--- src/rtl/req_pend_collector_pkg.sv ---
// Shared encoder definitions (package cdp_pkg): default request width, index
// width and the encoder's index-to-bit mapping.
package cdp_pkg;

  localparam int N_REQ_DEF = 4;

  function automatic int idx_width(input int n);
    return (n <= 1) ? 1 : $clog2(n);
  endfunction

  // Index 0 is the MSB (highest priority); the mapping is its own inverse.
  function automatic int idx2bit(input int idx, input int n);
    return n - 1 - idx;
  endfunction

endpackage

--- src/rtl/req_pend_collector_sync_ff.sv ---
// Single-bit multi-flop synchroniser with asynchronous active-low reset.
module sync_ff #(
  parameter int STAGES = 2
) (
  input  logic clk,
  input  logic rst_n,
  input  logic d,
  output logic q
);

  logic [STAGES-1:0] ff;

  always_ff @(posedge clk or negedge rst_n) begin
    if (!rst_n) ff <= '0;
    else        ff <= {ff[STAGES-2:0], d};
  end

  assign q = ff[STAGES-1];

endmodule

--- src/rtl/req_pend_collector.sv ---
// Request pending collector feeding the priority encoder. Define REQ_EDGE_EN for
// rising-edge set events with overflow flags; otherwise requests act as levels.
module req_pend_collector
  import cdp_pkg::*;
#(
  parameter  int N_REQ       = N_REQ_DEF,
  parameter  int SYNC_STAGES = 2,
  localparam int IDX_W       = idx_width(N_REQ)
) (
  input  logic             clk,
  input  logic             rst_n,
  input  logic [N_REQ-1:0] req_in,
  input  logic             mask_we,
  input  logic [N_REQ-1:0] mask_wdata,
  input  logic             ack,
  input  logic [IDX_W-1:0] ack_idx,
  input  logic             ovf_clr,
  output logic [N_REQ-1:0] pend_out,
  output logic             any_pend,
  output logic [N_REQ-1:0] ovf,
  output logic             ack_err
);

  logic [N_REQ-1:0] sync_lvl;
  logic [N_REQ-1:0] set_ev;
  logic [N_REQ-1:0] ack_vec;
  logic [N_REQ-1:0] pend;
  logic [N_REQ-1:0] pend_nxt;
  logic [N_REQ-1:0] mask;
  logic [N_REQ-1:0] ovf_q;
  logic [N_REQ-1:0] ovf_nxt;
  logic             ack_err_nxt;

  for (genvar i = 0; i < N_REQ; i++) begin : g_line
    sync_ff #(.STAGES(SYNC_STAGES)) u_sync (
      .clk   (clk),
      .rst_n (rst_n),
      .d     (req_in[i]),
      .q     (sync_lvl[i])
    );
    assign ack_vec[i] = ack && (ack_idx == IDX_W'(idx2bit(i, N_REQ)));
  end

`ifdef REQ_EDGE_EN
  logic [N_REQ-1:0] sync_dly;
  logic [N_REQ-1:0] ovf_set;

  always_ff @(posedge clk or negedge rst_n) begin
    if (!rst_n) sync_dly <= '0;
    else        sync_dly <= sync_lvl;
  end

  assign set_ev = sync_lvl & ~sync_dly;

  // A set event beats a same-cycle ack; it only overflows a bit left pending.
  always_comb begin
    pend_nxt    = (pend & ~ack_vec) | set_ev;
    ovf_set     = set_ev & pend & ~ack_vec;
    ovf_nxt     = ovf_clr ? ovf_set : (ovf_q | ovf_set);
    ack_err_nxt = ack && ~|(ack_vec & (pend | set_ev));
  end
`else
  logic unused_ovf_clr;

  assign set_ev         = sync_lvl;
  assign unused_ovf_clr = ovf_clr;

  // The ack wins over a held level so the line drops for one cycle, then re-pends.
  always_comb begin
    pend_nxt    = (pend | set_ev) & ~ack_vec;
    ovf_nxt     = '0;
    ack_err_nxt = ack && ~|(ack_vec & pend);
  end
`endif

  always_ff @(posedge clk or negedge rst_n) begin
    if (!rst_n) begin
      pend    <= '0;
      mask    <= '0;
      ovf_q   <= '0;
      ack_err <= 1'b0;
    end else begin
      pend    <= pend_nxt;
      ovf_q   <= ovf_nxt;
      ack_err <= ack_err_nxt;
      if (mask_we) mask <= mask_wdata;
    end
  end

  assign pend_out = pend & ~mask;
  assign any_pend = |pend_out;
  assign ovf      = ovf_q;

endmodule

--- config.mk ---
export PLATFORM = sky130hd
export DESIGN_NAME = req_pend_collector
export DESIGN_NICKNAME = d
export VERILOG_FILES = /design/src/rtl/req_pend_collector_pkg.sv /design/src/rtl/req_pend_collector_sync_ff.sv /design/src/rtl/req_pend_collector.sv
export SDC_FILE = /design/constraint.sdc
export NUM_CORES = 1
export LEC_CHECK = 0
export CORE_MARGIN = 8
export CORE_UTILIZATION = 40
export DETAILED_ROUTE_END_ITERATION = 8
export PLACE_DENSITY = 0.81
export SLEW_MARGIN = 20
export SYNTH_ARGS = -nofsm -noshare
export SYNTH_HDL_FRONTEND = slang
export SYNTH_HIERARCHICAL = 1
export SYNTH_SLANG_ARGS = --single-unit
--- constraint.sdc ---
create_clock -name clk -period 1.6 [get_ports clk]
set_clock_uncertainty 0.05 [all_clocks]
set_input_delay 0.32 -clock clk [delete_from_list [all_inputs] [get_ports clk]]
set_output_delay 0.32 -clock clk [all_outputs]
set_load 0.02 [all_outputs]
==> impl_results.md, run 1 <==
- Worst-skew pair later-pin latency: 0.27 ns
- Vias in the first global route: between 500 and 600
- Total power draw: 0.883 mW
- DRT iter0 DRCs: 3
- Final core utilization: a little over three fifths
- IO Count: 25
- Failing checks: negative setup slack
- Crit. End Element: primary output
- Vias after detailed routing: 435
- Placement Setup Slack: -0.326 ns
- Final Hold Fails: 0
- RePlAce Congestion: 0.735
- Status: complete, but fails checks
- Sequence of cells on the critical path: nor2b_4 -> or4_4 -> buf_6
- CTS Buf Count: 3
- Met3 wire length: ~110 um
- Max Cap Violations: 0
- Warnings from Yosys: 6
- Core Region: around 1500 um2
- Leakage: 0.451 nW
- First-pass GRT wire length: around 2200 um
- Share of the yosys chip area belonging to registers: around two thirds
- WL per Instance: 14.0 um
- Htree depth: 1
- # setup viols final: 1
- Row count: 14
- Die Area: 3100 um2
- Crit path time final: 1.83 ns
- TritonCTS clock tree: done
- Starting Density: between 40% and 50%
- Die Y: 55.7 um
- Critical path type: register to primary output
- Clk pin slew, worst setup/hold paths: approximately 0.090 ns
- Pin count of the biggest net entering global routing: 18
- Pre-antenna DRT Iters: 2
- Initial antenna violation count: 0
- Hold/Removal Path Class: input port to asynchronous set/reset pin
- Metal2 WL: 664 um
- Clock root buffer: clkbuf_4
- Max-slew violations: 0
- DRC: 0
- Nets: 90
- Share of cells above drive strength 1: roughly 38%
- Max Freq: between 0.5 and 0.6 GHz
- Post-Synthesis Cells: 41
- Yosys reg bits: 17
- Setup repair after global routing missed its margin: yes
- Synth cell types: 12
- Leading cell type in the layout, fill and taps excluded: dfrtp_1
- Avg Synthesized Cell Area: 15.4 um2
- GRT Util Overall: 8.68%
- Clk buf depth: 2
- Clk sink count: 17
- Commonest non-fill, non-tap cells in the layout: dfrtp_1 (17), clkdlybuf4s50_1 (13), buf_4 (11)
- Max Fanout on Critical Path: 2
- Met1 Wirelength: about 480 um
- DR vias/cell: 4.83
- Syn-to-layout area delta: 49.3%
- CP max stage delay: 0.53 ns
- Slowest cell on the critical path: or4_4
- Area of the mapped netlist: 629 um2
- Startpoint types: register
- Final ANT Viol Nets: 0
- Port bufs: 19
- Die Width: 55.7 um
- TNS Setup: -0.226 ns
- Critical Path RT: about 1.2 ns
- ANT cells: 0
- Top Layer Used: met4
- Worst vdd ir: 0.629 mV
- Final worst setup slack: -0.226 ns
- Gr ovfl total: 0
- Power per Cell Area: 940 nW/um2
- DRT Wirelength: 1260 um
- Crit share post-route: 114%
- WP data arrival: around 1.5 ns
==> cells by family (layout without fill, tap and decap cells) <==
logic type             after synthesis  in the layout  synth area share, %
flip-flops                          17             17                 67.6
buffers and inverters                6             36                 5.96
AND/OR/NAND/NOR                      8              8                 9.94
other                                1              4                0.596
AO/OA/AOI/OAI                        4              4                 5.17
multiplexers                         5              5                 10.7
==> worst paths after layout <==
check | slack [ns] | to | startpoint | cells after the start
worst min register to register | 0.31 | g_line[3].u_sync/ff[1] | g_line[3].u_sync/ff[0] | 0
worst max register to register | 0.30 | ack_err | pend[1] | 4
max in group asynchronous | 1.01 | ack_err | rst_n | 2
min in group clk | 0.31 | g_line[3].u_sync/ff[1] | g_line[3].u_sync/ff[0] | 0
worst max-delay path | -0.23 | any_pend | pend[0] | 3
worst min-delay path | 0.31 | g_line[0].u_sync/ff[0] | rst_n | 2
==> flip-flops by register name, summed over array words and instances, names as in the netlist <==
| register | flops |
|---|---|
| ack_err | 1 |
| g_line.u_sync/ff | 8 |
| mask | 4 |
| pend | 4 |
==> routing by layer <==
| metal | global-route usage [%] | vias to the layer above |
|---|---|---|
| met2 | 15.2 | 13 |
| met3 | 4.79 | 2 |
| met1 | 8.23 | 221 |
| met5 | 0 | - |
| li1 | - | 199 |
| met4 | 3.17 | 0 |
==> stage by stage <==
step | hold WS, ns | std cells | instance area [um2]
detailed placement | 0.288 | 84 | 888
global route | 0.309 | 90 | 940
CTS | 0.304 | 89 | 928
floorplan | -0.0256 | 44 | 641
global placement | 0.281 | 84 | 888
finish | 0.306 | 90 | 940
==> synth_stat cells <==
cell type	number	area (um2)
nor2_1	3	11.3
mux4_2	1	22.5
o32a_1	2	20.0
conb_1	1	3.75
a31oi_1	2	12.5
buf_4	4	30.0
dfrtp_1	17	425
nor2b_1	2	12.5
inv_1	2	7.51
nor2b_4	2	27.5
mux2_2	4	45.0
or4_4	1	11.3
==> critical path: cells and delay by family (launching register included) <==
kind                   cells  cell delay [ns]
flip-flops                 1             0.39
buffers and inverters      1             0.15
AND/OR/NAND/NOR            2             0.66
==> where the power goes <==
part	switching, mW	internal (mW)
clock	0.117	0.0964
combinational	0.0786	0.115
sequential	0.0171	0.459
total	0.213	0.670
==> cell type report <==
cell class / count / area [um2]
timing repair buffer: 30 / 273
sequential: 17 / 425
multi-input combinational: 21 / 188
inverter: 2 / 7.51
clock buffer: 4 / 26.3
fill: 119 / 549
tap: 16 / 20.0
==> what timing repair did <==
| item | CTS | global route |
|---|---|---|
| resized for setup | 17 | 7 |
| setup endpoints to repair | 5 | 4 |
| hold buffers | 0 | 0 |
| setup buffers | 1 | 1 |
(Power assumes the default switching activity.)
==> run 2, diff against run 1 <==
SETUP_SLACK_MARGIN = 0.02   (was not set)
==> impl_results.md, run 2 (synthesis gave the netlist of run 1 again) <==
- Final instance area: 933 um2 (-0.67%)
- Failing checks: negative setup slack
- Critical R2R Capture: ack_err
- Hold/Removal Path Class: input port to asynchronous set/reset pin
- TNS Setup: -0.226 ns (unchanged)
- Seq pwr share: 54.1% (+0.2 points)
- Fillers: 118 (-0.84%)
- DRT Wirelength: 1260 um (-0.16%)
- Switching pwr: 0.213 mW (-0.17%)
- Flop2flop setup slack: 0.30 ns (about the same)
- Max Freq: 0.548 GHz (unchanged)
- Final ANT Viol Nets: 0 (unchanged)
- Critical Path RT: 1.23 ns (about the same)
- Power per Cell Area: 944 nW/um2 (+0.40%)
- Worst reg-to-reg path cell count: 4 (unchanged)
- Switching part of the total power: 24.2% (+0.025 points)
- Critical path type: register to primary output
- Register area: 425 um2 (unchanged)
- CP max stage delay: 0.53 ns (about the same)
- Clk sink count: 17 (unchanged)
- TritonCTS clock tree: done
- Crit share post-route: 114% (unchanged)
- Max FFs per register: 8 (unchanged)
- Largest regs: g_line.u_sync/ff: 8 flops, mask: 4 flops, pend: 4 flops
- Htree depth: 1 (unchanged)
- Worst vdd ir: 0.629 mV (about the same)
- Clk pin slew, worst setup/hold paths: 0.09 ns (about the same)
- # setup viols final: 1 (unchanged)
- DRC: 0 (unchanged)
- Sequence of cells on the critical path: nor2b_4 -> or4_4 -> buf_6
- Clock root buffer: clkbuf_4
- Share of cells above drive strength 1: 37.8% (unchanged)
- Syn-to-layout area delta: 48.3%
- Worst-skew pair later-pin latency: 0.27 ns (about the same)
- Reg2Reg Launch Point: pend[1]
- DRT iter0 DRCs: 3 (unchanged)
- Port bufs: 19 (unchanged)
- Nets: 90 (unchanged)
- Gr ovfl total: 0 (unchanged)
- GRT Util Overall: 8.68% (unchanged)
- DR vias/cell: 4.83 (unchanged)
- WP data arrival: 1.46 ns (about the same)
- Status: complete, but fails checks
- Leading cell type in the layout, fill and taps excluded: dfrtp_1
- Pin count of the biggest net entering global routing: 18 (unchanged)
- Core Region: 1490 um2 (unchanged)
- Max Fanout on Critical Path: 2 (unchanged)
- IO Count: 25 (unchanged)
- Max Cap Violations: 0 (unchanged)
- RePlAce Congestion: 0.735 (unchanged)
- WL per Instance: 14.0 um (-0.16%)
- Die Width: 55.7 um (unchanged)
- Starting Density: 42.3% (unchanged)
- Placement Setup Slack: -0.326 ns (unchanged)
- Vias after detailed routing: 435 (unchanged)
- # placed instances: 84 (unchanged)
- Die Y: 55.7 um (unchanged)
- Largest Register: g_line.u_sync/ff
- Crit. End Element: primary output
- Initial antenna violation count: 0 (unchanged)
- Setup repair after global routing missed its margin: yes
- First-pass GRT wire length: 2200 um (unchanged)
- ANT cells: 0 (unchanged)
- Commonest non-fill, non-tap cells in the layout: dfrtp_1 (17), clkdlybuf4s50_1 (13), buf_4 (11)
- Pre-antenna DRT Iters: 2 (unchanged)
- Vias in the first global route: 520 (unchanged)
- CTS Buf Count: 3 (unchanged)
- Final Hold Fails: 0 (unchanged)
- Power share of the clock group: 24.3% (about the same)
- Final worst setup slack: -0.226 ns (unchanged)
- Die Area: 3100 um2 (unchanged)
- Internal: 0.668 mW (-0.30%)
- Hold-fix buffer count after cts: 0 (unchanged)
- Area of the multi-input gates: 188 um2 (unchanged)
- Leakage: 0.450 nW (about the same)
- Clk buf depth: 2 (unchanged)
- Fin cells: 90 (unchanged)
- Total power draw: 0.881 mW (-0.27%)
- Slowest cell on the critical path: or4_4
- Comb pwr share: 21.7% (-0.2 points)
- Crit path time final: 1.83 ns (unchanged)
- Max-slew violations: 0 (unchanged)
- Startpoint types: register
- Post-DP Area: 888 um2 (unchanged)
- Row count: 14 (unchanged)
run 2: timing repair:
action,4_1_cts,5_1_grt
setup buffers,1,1
gates resized for setup,17,8
endpoints found under the setup margin,5,6
run 2: cell type report:
class                   instances  area share (%)
inverters                       2           0.804
well taps                      16            2.14
clock buffers                   4            2.82
multi-input cells              21            20.1
flip-flops and latches         17            45.6
repair buffers                 30            28.6
run 2: worst max-delay path: cells and delay by family, from the launching register on:
family | cells | cell delay, ns
and+or+nand+nor | 2 | 0.66
buffers and inverters | 1 | 0.15
DFF | 1 | 0.39
run 2: power by group through the flow:
stage | Combinational [mW] | Sequential, mW | Clock [mW]
after global routing | 0.205 | 0.480 | 0.242
after CTS | 0.189 | 0.476 | 0.222
final | 0.191 | 0.476 | 0.214
after global placement | 0.184 | 0.482 | 0
after floorplan | 0.0802 | 0.483 | 0
after detailed placement | 0.188 | 0.484 | 0
run 2: per-stage QoR:
stage                     hold slack, ns  utilization, %
after global placement             0.281            59.7
after CTS                          0.304            62.4
after global routing               0.309            62.7
after detailed placement           0.288            59.7
after floorplan                  -0.0256               -
final                              0.306            62.7
run 2: metal layers:
metal / share of wire, % / global-route usage (%)
met1: 38 / 8.23
met2: 53 / 15.2
met3: 8.5 / 4.79
met4: 1.0 / 3.17
met5: 0 / 0
run 2: how the worst max path moves through the flow:
| stage | end | slack (ns) | startpoint | cells after the start |
|---|---|---|---|---|
| after global placement | any_pend | -0.31 | pend[0] | 3 |
| after detailed placement | any_pend | -0.33 | pend[0] | 3 |
| after CTS | any_pend | -0.24 | pend[0] | 3 |
| after global routing | any_pend | -0.28 | pend[0] | 3 |
| after floorplan | any_pend | 0.13 | pend[3] | 2 |
| final | any_pend | -0.23 | pend[0] | 3 |
==> run 3, diff against run 2 <==
CORE_UTILIZATION = 43   (was 40)
PLACE_DENSITY = 0.85   (was 0.81)
clock period = 2.1 ns   (was 1.6 ns; I/O delays follow)
==> impl_results.md, run 3 (synthesis gave the netlist of run 1 again) <==
- Seq pwr share: 56.4% (+2.3 points)
- Power per Cell Area: 758 nW/um2 (-20%)
- Worst Hold Slack: 0.308 ns (+0.00160 ns)
- Syn-to-layout area delta: 35.2%
- Worst-skew pair later-pin latency: 0.28 ns (about the same)
- Startpoint types: register
- Internal: 0.487 mW (-27%)
- RePlAce Congestion: 0.701 (-4.6%)
- Port bufs: 19 (unchanged)
- Crit. End Element: primary output
- Switching pwr: 0.159 mW (-25%)
- Gr ovfl total: 0 (unchanged)
- Detail Placement HPWL: 968 um
- Share of cells above drive strength 1: 21.9% (-16 points)
- Htree depth: 1 (unchanged)
- Max-slew violations: 0 (unchanged)
- Power share of the clock group: 25.3% (+1.0 points)
- Clk buf depth: 2 (unchanged)
- Max Freq: 0.506 GHz
- Clk pin slew, worst setup/hold paths: 0.10 ns (about the same)
- Reg2Reg Launch Point: pend[0]
- Post-CTS setup buffers: 0 (-1)
- TritonCTS clock tree: done
- Leading cell type in the layout, fill and taps excluded: clkdlybuf4s50_1
- Crit path time final: 1.98 ns
- Worst hold path depth: 0
- Largest Register: g_line.u_sync/ff
- Starting Density: 43.8% (+1.5 points)
- DRC: 0 (unchanged)
- DR vias/cell: 4.81 (-0.43%)
- Critical R2R Capture: ack_err
- Final Hold Fails: 0 (unchanged)
- Die Width: 54.3 um (-2.5%)
- ANT cells: 0 (unchanged)
- Worst vdd ir: 0.467 mV (-26%)
- Critical path type: register to primary output
- Pre-antenna DRT Iters: 4 (+2)
- Vias in the first global route: 474 (-8.8%)
- Switching part of the total power: 24.6% (+0.43 points)
- CTS Buf Count: 3 (unchanged)
- Largest regs: g_line.u_sync/ff: 8 flops, mask: 4 flops, pend: 4 flops
- Initial antenna violation count: 0 (unchanged)
- Max FFs per register: 8 (unchanged)
- Status: completed
- TNS Setup: 0 ns (+0.226 ns)
- Setup repair after global routing missed its margin: no
- Total power draw: 0.645 mW (-27%)
- Die Area: 2940 um2 (-5.0%)
- Nets: 80 (-11%)
- Critical Path RT: 1.63 ns (+0.40 ns)
- Die Y: 54.3 um (-2.5%)
- Final ANT Viol Nets: 0 (unchanged)
- Core Region: 1440 um2 (-3.5%)
- DRT iter0 DRCs: 2 (-1)
- IO Count: 25 (unchanged)
- Crit share post-route: ~94%
- # setup viols final: 0 (-1)
- Pin count of the biggest net entering global routing: 18 (unchanged)
- Max Fanout on Critical Path: 3 (+1)
- GRT Util Overall: 8.69% (+0.011 points)
- First-pass GRT wire length: 1810 um (-18%)
- Clock root buffer: clkbuf_4
- Max Cap Violations: 0 (unchanged)
- Critical path endpoint: any_pend
- Worst reg-to-reg path cell count: 2 (-2)
- Final core utilization: 59.2% (-3.5 points)
- Clk sink count: 17 (unchanged)
- # placed instances: 76 (-9.5%)
- DRT Wirelength: 1160 um (-7.6%)
- Vias after detailed routing: 385 (-11%)
- Leakage: 0.372 nW (-18%)
- WL per Instance: 14.6 um (+3.9%)
- WP data arrival: 1.51 ns (+0.05 ns)
- Comb pwr share: 18.3% (-3.4 points)
- CP Launch Point: pend[0]
- Commonest non-fill, non-tap cells in the layout: clkdlybuf4s50_1 (18), dfrtp_1 (17), mux2_2 (4), conb_1 (4)
- Fin cells: 80 (-11%)
- Hold/Removal Path Class: register to register
- Fillers: 128 (+8.5%)
- Row count: 14 (unchanged)
- Flop2flop setup slack: 1.02 ns (+0.72 ns)
[run 3: worst min-delay path by stage]
stage | start | to | slack (ns)
2_1_floorplan | rst_n | ack_err | 0.07
3_3_place_gp | g_line[0].u_sync/ff[0] | g_line[0].u_sync/ff[1] | 0.28
3_5_place_dp | g_line[2].u_sync/ff[0] | g_line[2].u_sync/ff[1] | 0.29
4_1_cts | g_line[2].u_sync/ff[0] | g_line[2].u_sync/ff[1] | 0.31
5_1_grt | g_line[1].u_sync/ff[0] | g_line[1].u_sync/ff[1] | 0.32
6_report | g_line[2].u_sync/ff[0] | g_line[2].u_sync/ff[1] | 0.31
[run 3: power groups by stage]
stage                     combinational [mW]  clock (mW)  sequential, mW
after floorplan                       0.0611           0           0.368
after global placement                 0.119           0           0.369
after detailed placement               0.121           0           0.371
after CTS                              0.119       0.174           0.364
after global routing                   0.127       0.186           0.366
final                                  0.118       0.164           0.364
[run 3: metrics by stage]
stage | setup WS [ns] | instance area [um2]
final | 0.122 | 851
after floorplan | 0.529 | 641
after global routing | 0.0710 | 851
after detailed placement | 0.0396 | 828
after global placement | 0.0578 | 828
after CTS | 0.0974 | 851
[run 3: per-layer routing]
layer  global-route usage, %  routed length (um)  vias to the layer above
met1                    8.10                 403                      198
met3                    3.26                  68                        0
li1                        -                   -                      176
met2                    15.8                 693                       11
met5                       0                   0                        -
met4                    4.92                   0                        0
[run 3: final cells by class]
type / instances / area [um2] / area share [%]
clock buffer: 3 / 22.5 / 2.65
clock inverter: 1 / 5.00 / 0.588
inverter: 2 / 7.51 / 0.882
multi-input combinational: 21 / 178 / 20.9
sequential: 17 / 425 / 50.0
tap: 16 / 20.0 / 2.35
timing repair buffer: 20 / 193 / 22.6
[run 3: worst max-delay path, cell delays in order, from the launching register on]
cell and delay, ns:
dfrtp_1 0.41, nor2b_4 0.14, or4_4 0.51, buf_2 0.17
[run 3: repair_timing]
| action | in CTS | in global routing |
|---|---|---|
| gates resized for setup | 4 | 0 |
| hold buffers | 0 | 0 |
| endpoints found under the setup margin | 1 | 0 |
